`config.mk`:
```
export PLATFORM = sky130hd
export DESIGN_NAME = io_bus_arbiter
export DESIGN_NICKNAME = d
export VERILOG_FILES = /design/src/rtl/io_arb_pkg.sv /design/src/rtl/io_bus_arbiter_rr.sv /design/src/rtl/io_bus_arbiter.sv
export SDC_FILE = /design/constraint.sdc
export NUM_CORES = 1
export LEC_CHECK = 0
export ABC_AREA = 1
export CAP_MARGIN = 40
export CORE_ASPECT_RATIO = 1.25
export CORE_MARGIN = 2
export CORE_UTILIZATION = 35
export CTS_BUF_LIST = sky130_fd_sc_hd__clkbuf_16
export CTS_CLUSTER_DIAMETER = 80
export DETAILED_ROUTE_END_ITERATION = 10
export PLACE_DENSITY = 0.84
export SLEW_MARGIN = 20
export SYNTH_ARGS = -nofsm -noshare
export SYNTH_HDL_FRONTEND = slang
export SYNTH_SLANG_ARGS = --single-unit
```
`constraint.sdc`:
```
create_clock -name clk -period 1.5 [get_ports clk]
set_input_delay 0.15 -clock clk [delete_from_list [all_inputs] [get_ports clk]]
set_output_delay 0.15 -clock clk [all_outputs]
set_load 0.01 [all_outputs]
```
`src/rtl/io_arb_pkg.sv`:
```
// Shared types and constants for the MMIO bus arbiter.
//   arb_state_t : arbiter FSM states
//   BUS_AW/BUS_DW : I/O bus address and data widths
//   MAX_NUM_REQ : largest supported requester count
//   CNT_W : width of the read-latency wait counter
package io_arb_pkg;

  typedef enum logic [1:0] {
    IDLE  = 2'd0,
    ISSUE = 2'd1,
    WAIT  = 2'd2,
    DONE  = 2'd3
  } arb_state_t;

  localparam int BUS_AW         = 32;
  localparam int BUS_DW         = 32;
  localparam int MAX_NUM_REQ    = 8;
  localparam int MAX_RD_LATENCY = 3;
  localparam int CNT_W          = 2;

endpackage

```
`src/rtl/io_bus_arbiter_rr.sv`:
```
// Combinational rotating-priority picker.
//   req     : request vector
//   last_id : index of the most recent grant
//   any_req : at least one request is pending
//   next_id : first requester at or after last_id+1 (wrapping) with req set;
//             equals last_id when nothing is pending
module rr_arbiter
  import io_arb_pkg::*;
#(
  parameter  int NUM_REQ = 2,
  localparam int ID_W    = $clog2(NUM_REQ)
) (
  input  logic [NUM_REQ-1:0] req,
  input  logic [ID_W-1:0]    last_id,
  output logic               any_req,
  output logic [ID_W-1:0]    next_id
);

  logic            found;
  logic [ID_W-1:0] idx;

  // Walk the candidates in priority order; the last grant comes last, so a
  // lone requester can still be served repeatedly.
  always_comb begin
    any_req = |req;
    next_id = last_id;
    found   = 1'b0;
    idx     = '0;
    for (int i = 1; i <= NUM_REQ; i++) begin
      idx = ID_W'((int'(last_id) + i) % NUM_REQ);
      if (!found && req[idx]) begin
        found   = 1'b1;
        next_id = idx;
      end
    end
  end

endmodule

```
`src/rtl/io_bus_arbiter.sv`:
```
// Round-robin arbiter sharing the single MMIO I/O bus between NUM_REQ masters.
// One bus transaction per grant; read data is captured RD_LATENCY cycles
// after the issue cycle and returned with a one-cycle per-requester ack.
//   clk, reset             : clock, synchronous active-high reset
//   req_valid/req_wr       : per-requester request and direction (1 = write)
//   req_addr/req_wr_data   : per-requester address and write data
//   req_ack                : one-hot completion pulse
//   rsp_rd_data            : read data, valid with req_ack
//   busy                   : FSM not idle
//   grant_id               : requester currently or last served
//   bus_cs/bus_wr/bus_rd   : I/O bus strobes (one cs cycle per transaction)
//   bus_addr/bus_wr_data   : I/O bus address and write data
//   bus_rd_data            : I/O bus read data from the slot mux
module io_bus_arbiter
  import io_arb_pkg::*;
#(
  parameter  int NUM_REQ    = 2,
  parameter  int RD_LATENCY = 1,
  localparam int ID_W       = $clog2(NUM_REQ)
) (
  input  logic                           clk,
  input  logic                           reset,
  input  logic [NUM_REQ-1:0]             req_valid,
  input  logic [NUM_REQ-1:0]             req_wr,
  input  logic [NUM_REQ-1:0][BUS_AW-1:0] req_addr,
  input  logic [NUM_REQ-1:0][BUS_DW-1:0] req_wr_data,
  output logic [NUM_REQ-1:0]             req_ack,
  output logic [BUS_DW-1:0]              rsp_rd_data,
  output logic                           busy,
  output logic [ID_W-1:0]                grant_id,
  output logic                           bus_cs,
  output logic                           bus_wr,
  output logic                           bus_rd,
  output logic [BUS_AW-1:0]              bus_addr,
  output logic [BUS_DW-1:0]              bus_wr_data,
  input  logic [BUS_DW-1:0]              bus_rd_data
);

  localparam int RD_LAT_M1 = (RD_LATENCY > 0) ? RD_LATENCY - 1 : 0;

  arb_state_t       state;
  arb_state_t       state_nxt;
  logic             wr_q;
  logic [CNT_W-1:0] cnt;
  logic             any_req;
  logic [ID_W-1:0]  pick_id;

  rr_arbiter #(
    .NUM_REQ(NUM_REQ)
  ) u_rr (
    .req    (req_valid),
    .last_id(grant_id),
    .any_req(any_req),
    .next_id(pick_id)
  );

  always_ff @(posedge clk) begin
    if (reset) begin
      state <= IDLE;
    end else begin
      state <= state_nxt;
    end
  end

  // Strobes and ack are decoded from state, so a reset drops them on the
  // very next cycle without any extra clearing logic.
  always_comb begin
    state_nxt = state;
    bus_cs    = 1'b0;
    bus_wr    = 1'b0;
    bus_rd    = 1'b0;
    req_ack   = '0;
    busy      = (state != IDLE);
    case (state)
      IDLE: begin
        if (any_req) state_nxt = ISSUE;
      end
      ISSUE: begin
        bus_cs = 1'b1;
        bus_wr = wr_q;
        bus_rd = !wr_q;
        if (wr_q || RD_LATENCY == 0) state_nxt = DONE;
        else                         state_nxt = WAIT;
      end
      WAIT: begin
        if (cnt == '0) state_nxt = DONE;
      end
      DONE: begin
        req_ack[grant_id] = 1'b1;
        state_nxt         = IDLE;
      end
      default: state_nxt = IDLE;
    endcase
  end

  // Grant: latch the winner's fields. bus_addr is deliberately held through
  // WAIT and IDLE so the slot read mux keeps its selection.
  always_ff @(posedge clk) begin
    if (reset) begin
      wr_q        <= 1'b0;
      bus_addr    <= '0;
      bus_wr_data <= '0;
      rsp_rd_data <= '0;
      grant_id    <= ID_W'(NUM_REQ - 1);
      cnt         <= '0;
    end else begin
      case (state)
        IDLE: begin
          if (any_req) begin
            wr_q        <= req_wr[pick_id];
            bus_addr    <= req_addr[pick_id];
            bus_wr_data <= req_wr_data[pick_id];
            grant_id    <= pick_id;
          end
        end
        ISSUE: begin
          if (!wr_q) begin
            if (RD_LATENCY == 0) rsp_rd_data <= bus_rd_data;
            else                 cnt         <= CNT_W'(RD_LAT_M1);
          end
        end
        WAIT: begin
          if (cnt == '0) rsp_rd_data <= bus_rd_data;
          else           cnt         <= cnt - 1'b1;
        end
        default: ;
      endcase
    end
  end

endmodule

```
# --- Word level (Yosys, flattened, before mapping) ---
# Index checks and enable logic that the tools add are counted.
classes:
  add_sub_neg: 3
  order_cmp: 5
  n_eq_ne: 7
  mux: 26
  n_reduce_logical: 13
op_table:
  columns: ["cell", "count"]
  rows:
  - ["2-to-1 mux 32 bit", 4]
  - ["2-to-1 mux 1 bit", 14]
  - ["2-to-1 mux 2 bit", 5]
  - ["< comparator 1 x 2 -> 1 bit, second input constant", 4]
  - ["!= test 2 bit, second input constant", 4]
  - ["case mux 2 bit (4 select lines)", 1]
  - ["AND reduction 2 bit", 3]
  - ["equality test 2 bit, second input constant", 2]
  - ["logical NOT 2 bit", 2]
  - ["case mux 2 bit (2 select lines)", 1]
  - ["nonzero test 2 bit", 2]
  - ["AND reduction 3 bit", 1]
  - ["adder 1 bit, second input constant", 2]
  - ["equality test 2 x 1 -> 1 bit, second input constant", 1]
  - ["logical AND 1 bit", 2]
  - ["logical NOT 1 bit", 2]
  - ["OR reduction 2 bit", 1]
  - ["subtractor 2 x 1 -> 2 bit, second input constant", 1]
  - ["demux 1 bit (select 1 bit)", 1]
  - ["greater-or-equal comparator 1 bit, second input constant", 1]
totals:
  register_bits: 102
  output_inout_bits: 103
  wordCells: 61

# --- Depth between registers and ports, before layout ---
# Gate-level depths: netlist of run 1.
logic_depth:
  depth_word: 9
  mapped_depth: 10
  depth_no_buf: 8

# --- Cells and area by module ---
# Synthesis of run 1 repeated with hierarchy kept, for this count alone.
hier_totals:
  hier_cells: 627
  hier_area_um2: 5007.3
modules_own_cells:
  columns: ["mod", "instances", "cells_per_inst", "area_per_inst_um2"]
  rows:
  - ["io_bus_arbiter", 1, 621, 4982.3]
  - ["rr_arbiter", 1, 6, 25.0]

# --- Worst setup path before layout of run 1 ---
# No wires, ideal clock.
synth_path:
  kind: "flip-flop to flip-flop"
  from: "register state[0]"
  to: "register bus_wr_data[26]"
  setup_ns: 0.109
  arrival_time_ns: 1.400
  t_required_ns: 1.391
  path_slack_ns: -0.008
  path_stages_with_launch: 11
  n_path_buf: 2
  synth_period_minus_slack_ns: 1.508
  cell_sequence: "dfxtp_1 -> inv_1 -> ha_1 -> inv_1 -> nor2_2 -> buf_4 -> buf_4 -> nor2_1 -> nor2_1 -> nand2_1 -> inv_1"
synth_between:
  elab_chain_len: 2
synth_rtl:
  columns: ["element", "line", "source"]
  rows:
  - ["start: declaration", "io_bus_arbiter.sv:41", "arb_state_t state;"]
  - ["start signal: assignment", "io_bus_arbiter.sv:61", "state <= state_nxt;"]
  - ["logical NOT 2 bit", "io_bus_arbiter.sv:107", "case (state)"]
  - ["AND reduction 2 bit (no line)", null, null]
  - ["end signal: assignment", "io_bus_arbiter.sv:112", "bus_wr_data <= req_wr_data[pick_id];"]
  - ["end: declaration", "io_bus_arbiter.sv:35", "output logic [BUS_DW-1:0] bus_wr_data,"]
# No other way between the ends.
# A chain may end at the register's enable or synchronous reset.

# --- Final worst setup path of run 1 ---
# Same ends and word-level chain as after synthesis.

==> reports/metrics.cfg, run 1 <==
[global_route]
grt_util_met3 = 0.0512
gr-total-overflow = 0
top_usage_layer = met2
grt_pass1_wl_um = 23700
grt_max_degree = 59
grt_pass1_vias = 5020
met2_usage = 0.372
use_met1 = 0.220
track_usage = 0.204
antenna_found_initial = 0

[placed_design]
gp_congestion = 0.800
numPortBuffers = 268
place_area_um2 = 7720
dpl_worst_slack_ns = -0.104
dp_hpwl_um = 11400

[cts]
clock_path_buffers = 2
cts_tree = yes
clk_latency_ns = 0.34
cts_buffers = 9
cts_sinks = 102
cts_hold_buf = 0
clk_pin_slew_ns = 0.07
cts_max_level = 3
cts-root-buf = clkbuf_16

[logic_synthesis]
ys_warn_count = 0
ys_seq_elements = 102
synthAdderAreaFrac = 0.0157
syn_inst = 755
synth_xor_area_frac = 0
synth_cell_types = 15
synth_top_family_by_area = simple AND/OR/NAND/NOR gates
synth_mux_area_frac = 0
postSynthNetCount = 927
ys_seq_area_frac = 0.428
avgSynthCellArea_um2 = 6.31
synth_compound_area_frac = 0.0423
syn_area_um2 = 4770
synthSimpleGateAreaFrac = 0.400

[pwr]
power.total_mw = 15.9
ir_worst_vdd_v = 0.00112
power_density_nw_per_um2 = 1890
leakagePower_nw = 3.97

[cells_and_area]
diodes = 0
regArea_um2 = 2050
multiInputGateArea_um2 = 2310
layout.nets = 1201
filler_cell_count = 1191
synthToLayoutAreaGrowth_pct = 76.6
drive_above_1_share = 0.0899
stdcell_area_um2 = 8420

[setup_path]
setup.reg_to_reg.worst_slack_ns = 0.02
crit_start = state[0]
cp_data_required_time_ns = 1.78
worstSetupPathType = reg -> reg
crit_fanout = 5
endpoint_kind = flop
cp_data_arrival_time_ns = 1.76
r2r_end = bus_wr_data[26]
endpoint = bus_wr_data[26]
worst-r2r-cell-count = 10
r2r_start = state[0]
start_kind = flop

[detailed_routing]
via_per_inst = 4.60
drt_first_pass_iters = 5
wirelength_um = 16500
antenna_left = 0
wl_per_cell_um = 13.7
via_count = 5542
post-route-drc-count = 0
drtIter0Drc = 261

[timing]
period_needed_ns = 1.48
slew_headroom = 0.792
setup_ws_ns = 0.0220
hold_viol_final = 0
max_freq_mhz = 677
finClkSkew_ns = 0.00943
tightest_slew_ns = 0.312
finalCritPeriodShare = 0.985
rsz0062_at_grt = yes
slew_violations = 0
finalSetupViolCount = 0

[floorplan]
row_count = 47
die-area_um2 = 14600
io_pins = 269
core-area_um2 = 13300
die_y_um = 134
start_util = 0.359
die_w_um = 108

[status]
outcome = completed

[min_path]
hold_path_class = in -> reg

[flow_run]
maxCapViolCount = 0

[where the power goes]
group / switching (mW) / internal [mW]
Clock: 1.05 / 1.30
Sequential: 0.586 / 3.77
Combinational: 4.49 / 4.74
Total: 6.13 / 9.82
[cell usage after synthesis]
| master | count | area share |
|---|---|---|
| a21oi_1 | 3 | 0.0031 |
| a31oi_1 | 1 | 0.0013 |
| buf_1 | 2 | 0.0016 |
| buf_2 | 16 | 0.017 |
| buf_4 | 15 | 0.024 |
| clkbuf_1 | 11 | 0.0087 |
| dfxtp_1 | 102 | 0.43 |
| ha_1 | 6 | 0.016 |
| inv_1 | 80 | 0.063 |
| nand2_1 | 208 | 0.16 |
| nand3_1 | 69 | 0.072 |
| nor2_1 | 203 | 0.16 |
| nor2_2 | 3 | 0.0039 |
| o21ai_0 | 35 | 0.037 |
| o21ai_1 | 1 | 0.0010 |
[stage by stage]
step	util	TNS [ns]	hold slack [ns]	cells
after floorplan	-	0	0.317	755
after global placement	0.581	-0.128	0.462	1176
after detailed placement	0.581	-2.51	0.472	1176
after CTS	0.604	-0.100	0.142	1192
after global routing	0.633	-0.876	0.170	1205
final	0.633	0	0.150	1205
[critical path, cell delays in order, from the launching register on]
cell and delay, ns:
dfxtp_4 0.37, inv_4 0.07, ha_4 0.14, inv_4 0.05, nor2_4 0.19, clkbuf_16 0.20
buf_16 0.13, nor2_4 0.03, nor2_2 0.11, nand2_1 0.07, inv_1 0.06
[cells by family after synthesis]
group,after synthesis
AOI/OAI and AO/OA,40
and+or+nand+nor,483
buffers and inverters,124
DFF,102
adders and majority gates,6
[sequential cells by signal, indices dropped and copies added, names as in the netlist]
register     count
rsp_rd_data     32
state            2
bus_wr_data     32
cnt              2
grant_id         1
wr_q             1
bus_addr        32
[per-layer routing]
| metal | up-vias | routed length [um] |
|---|---|---|
| met4 | 0 | 562 |
| met5 | - | 0 |
| met2 | 180 | 8540 |
| met1 | 2501 | 6420 |
| met3 | 36 | 996 |
| li1 | 2825 | - |
[cell type report]
cell class | count | area share
Multi-Input combinational cell | 529 | 0.274
Clock buffer | 9 | 0.0268
Sequential cell | 102 | 0.243
Inverter | 80 | 0.0366
Clock inverter | 7 | 0.00847
Timing Repair Buffer | 307 | 0.385
Tap cell | 171 | 0.0254
[worst min path at each step]
stage | from | to | slack (ns) | cells after the start
floorplan | bus_rd_data[0] | rsp_rd_data[0] | 0.32 | 2
global placement | rsp_rd_data[21] | rsp_rd_data[21] | 0.46 | 2
detailed placement | rsp_rd_data[24] | rsp_rd_data[24] | 0.47 | 2
CTS | reset | state[0] | 0.14 | 2
global route | reset | state[0] | 0.17 | 2
finish | reset | state[0] | 0.15 | 2
[placed cells by master (no fill, tap or decap), types with 2 or more instances in the layout]
cell,count
a21oi_1,3
nand3_2,6
o21ai_1,3
nor2_4,4
buf_8,2
buf_16,2
dfxtp_1,99
clkinv_2,3
inv_1,76
buf_4,18
nand2_1,205
buf_12,7
inv_6,2
nor2_2,7
buf_6,2
o21ai_0,32
ha_4,2
clkdlybuf4s50_1,260
nand2_2,2
buf_2,4
ha_1,2
ha_2,2
inv_4,3
dfxtp_2,2
clkbuf_16,17
nand3_1,63
nor2_1,195
[repair_timing]
item	4_1_cts	5_1_grt
resized for setup	19	50
gates cloned	0	10
hold endpoints to repair	0	0
setup buffers	0	3
endpoints found under the setup margin	37	99
pin swaps	1	13
Note: power is estimated with default switching activity, not from simulation.
==> run 2: changes to the inputs <==
MAX_ROUTING_LAYER = met4   (was unset)
PLACE_DENSITY = 0.87   (was 0.84)
==> run 2 against run 1 <==
Die area is the same; highest routed layer unchanged; clock-buffer cell count is the same; sequential power is essentially flat; sequential share of layout area grew 0.61 points; maximum frequency grew 1.2%; global-route usage grew 0.58 points; sequential cell count is the same; wire length shrank 2.0%; utilization shrank 1.5 points.
==> reports/metrics.cfg, run 2 (synthesis gave the netlist of run 1 again) <==
[status]
outcome = completed  ; unchanged

[pwr]
combPwrFrac = 0.563  ; was 0.579
power.total_mw = 15.5  ; was 15.9 mW
pwr-share-seq = 0.281  ; was 0.273
power.switching_mw = 6.04  ; was 6.13 mW
p_clk_frac = 0.156  ; was 0.148
ir_worst_vdd_v = 0.00103  ; was 0.00112 V
p_int_mw = 9.44  ; was 9.82 mW
sw_frac_of_total = 0.390  ; was 0.384
leakagePower_nw = 3.87  ; was 3.97 nW
power_density_nw_per_um2 = 1890  ; about the same

[placed_design]
dpl_worst_slack_ns = -0.0725  ; was -0.104 ns
numPortBuffers = 268  ; unchanged
placedCellCount = 1170  ; was 1176
gp_congestion = 0.827  ; was 0.800
dp_hpwl_um = 11100  ; was 11400 um
place_area_um2 = 7680  ; was 7720 um2

[global_route]
track_usage = 0.210  ; was 0.204
antenna_found_initial = 0  ; unchanged
grt_pass1_vias = 5059  ; was 5020
grt_pass1_wl_um = 23700  ; about the same
gr-total-overflow = 0  ; unchanged
grt_max_degree = 60  ; was 59

[floorplan]
start_util = 0.359  ; unchanged
core-area_um2 = 13300  ; unchanged
io_pins = 269  ; unchanged
row_count = 47  ; unchanged
die_w_um = 108  ; unchanged
die_y_um = 134  ; unchanged
die-area_um2 = 14600  ; unchanged

[cts]
clock_path_buffers = 2  ; unchanged
clk_pin_slew_ns = 0.08  ; was 0.07 ns
cts_sinks = 102  ; unchanged
cts-root-buf = clkbuf_16  ; unchanged
cts_hold_buf = 0  ; unchanged
cts_buffers = 9  ; unchanged
cts_tree = yes  ; unchanged
cts_max_level = 3  ; unchanged
clk_latency_ns = 0.34  ; about the same

[setup_path]
cp_data_arrival_time_ns = 1.75  ; was 1.76 ns
endpoint_kind = flop  ; unchanged
cp_common_cell = nor2_1
crit_fanout = 17  ; was 5
start_kind = flop  ; unchanged
worstSetupPathType = reg -> reg  ; unchanged
critPathMaxStageDelay_ns = 0.37  ; about the same
crit_buf_inv = 5  ; unchanged
cp_data_required_time_ns = 1.79  ; was 1.78 ns
worstPathCellList = inv_2, ha_4, inv_4, nor2_4, buf_12, buf_16, nor2_1, nor2_1, nand2_1, inv_1  ; was inv_4, ha_4, inv_4, nor2_4, clkbuf_16, buf_16, nor2_4, nor2_2, nand2_1, inv_1
cpMaxStageDelayCell = dfxtp_4  ; unchanged
crit_family = buffers and inverters  ; unchanged

[min_path]
hold_path_class = in -> reg  ; unchanged

[timing]
finalSetupViolCount = 0  ; unchanged
max_freq_mhz = 685  ; was 677 MHz
finClkSkew_ns = 0.0141  ; was 0.00943 ns
fin_hold_ws_ns = 0.324  ; was 0.150 ns
slew_violations = 0  ; unchanged
period_needed_ns = 1.46  ; was 1.48 ns
finalCritPeriodShare = 0.974  ; was 0.985
fin_tns_setup_ns = 0  ; unchanged
slew_headroom = 0.700  ; was 0.792
tightest_slew_ns = 0.450  ; was 0.312 ns
hold_viol_final = 0  ; unchanged
setup_ws_ns = 0.0396  ; was 0.0220 ns

[cells_and_area]
layout_common_cells = clkdlybuf4s50_1 (260), nand2_1 (207), nor2_1 (196), dfxtp_1 (99), inv_1 (77)  ; was clkdlybuf4s50_1 (260), nand2_1 (205), nor2_1 (195), dfxtp_1 (99), inv_1 (76)
stdcell_area_um2 = 8210  ; was 8420 um2
utilization = 0.618  ; was 0.633
finalNonFillerCells = 1194  ; was 1205
drive_above_1_share = 0.0714  ; was 0.0899
synthToLayoutAreaGrowth_pct = 72.3  ; was 76.6%
largestRegisters = bus_addr (32), bus_wr_data (32), rsp_rd_data (32)  ; unchanged
layout.nets = 1190  ; was 1201
layout_commonest_cell = clkdlybuf4s50_1  ; unchanged
filler_cell_count = 1177  ; was 1191
diodes = 0  ; unchanged

[detailed_routing]
via_count = 5472  ; was 5542
wl_per_cell_um = 13.6  ; was 13.7 um
via_per_inst = 4.58  ; was 4.60
drt_first_pass_iters = 5  ; unchanged
wirelength_um = 16200  ; was 16500 um
drtIter0Drc = 279  ; was 261
antenna_left = 0  ; unchanged
post-route-drc-count = 0  ; unchanged

[flow_run]
maxCapViolCount = 0  ; unchanged

-- run 2: cell types whose count changed in the layout (fill, tap and decap cells not counted), sizes merged --
cell	delta
buf	-8
clkinvlp	+1
dlygate4sd2	+1
clkbuf	-3
clkinv	-4
inv	+3
dlymetal6s2s	-1
-- run 2: worst min-delay path, delay by kind of cell --
| family | cells | cell delay [ns] |
|---|---|---|
| compound gates | 1 | 0.06 |
| buf+inv | 2 | 0.40 |
-- run 2: worst paths after layout --
path | to | from | slack (ns) | cells after the start
worst min register to register | rsp_rd_data[23] | rsp_rd_data[23] | 0.48 | 2
worst min-delay path | state[0] | reset | 0.32 | 3
worst max register to register | bus_wr_data[2] | state[0] | 0.04 | 10
worst max-delay path | bus_wr_data[2] | state[0] | 0.04 | 10
-- run 2: routing by layer --
metal  share of wire  global-route usage  routed length (um)
met5               0                   -                   0
met4           0.028              0.0755                 459
met3           0.058              0.0386                 946
met2            0.52               0.381                8430
met1            0.39               0.225                6350
-- run 2: repair_timing --
item                       4_1_cts  5_1_grt
resized for setup               24       23
setup endpoints to repair       13      102
pin swaps                        0        2
setup buffers                    0        2
gates cloned                     1        5
-- run 2: layout make-up --
class	count	area, um2	share of cell area
Clock buffer	9	225	0.0274
Clock inverter	7	86.3	0.0105
Inverter	80	303	0.0369
Multi-Input combinational cell	529	2260	0.275
Sequential cell	102	2050	0.249
Tap cell	171	214	0.0261
Timing Repair Buffer	296	3080	0.375
-- run 2: power groups by stage --
stage | Sequential, mW | Clock, mW | Combinational (mW)
2_1_floorplan | 4.79 | 0 | 3.78
3_3_place_gp | 4.31 | 0 | 7.65
3_5_place_dp | 4.36 | 0 | 7.81
4_1_cts | 4.33 | 2.51 | 8.02
5_1_grt | 4.46 | 2.61 | 9.55
6_report | 4.35 | 2.42 | 8.72
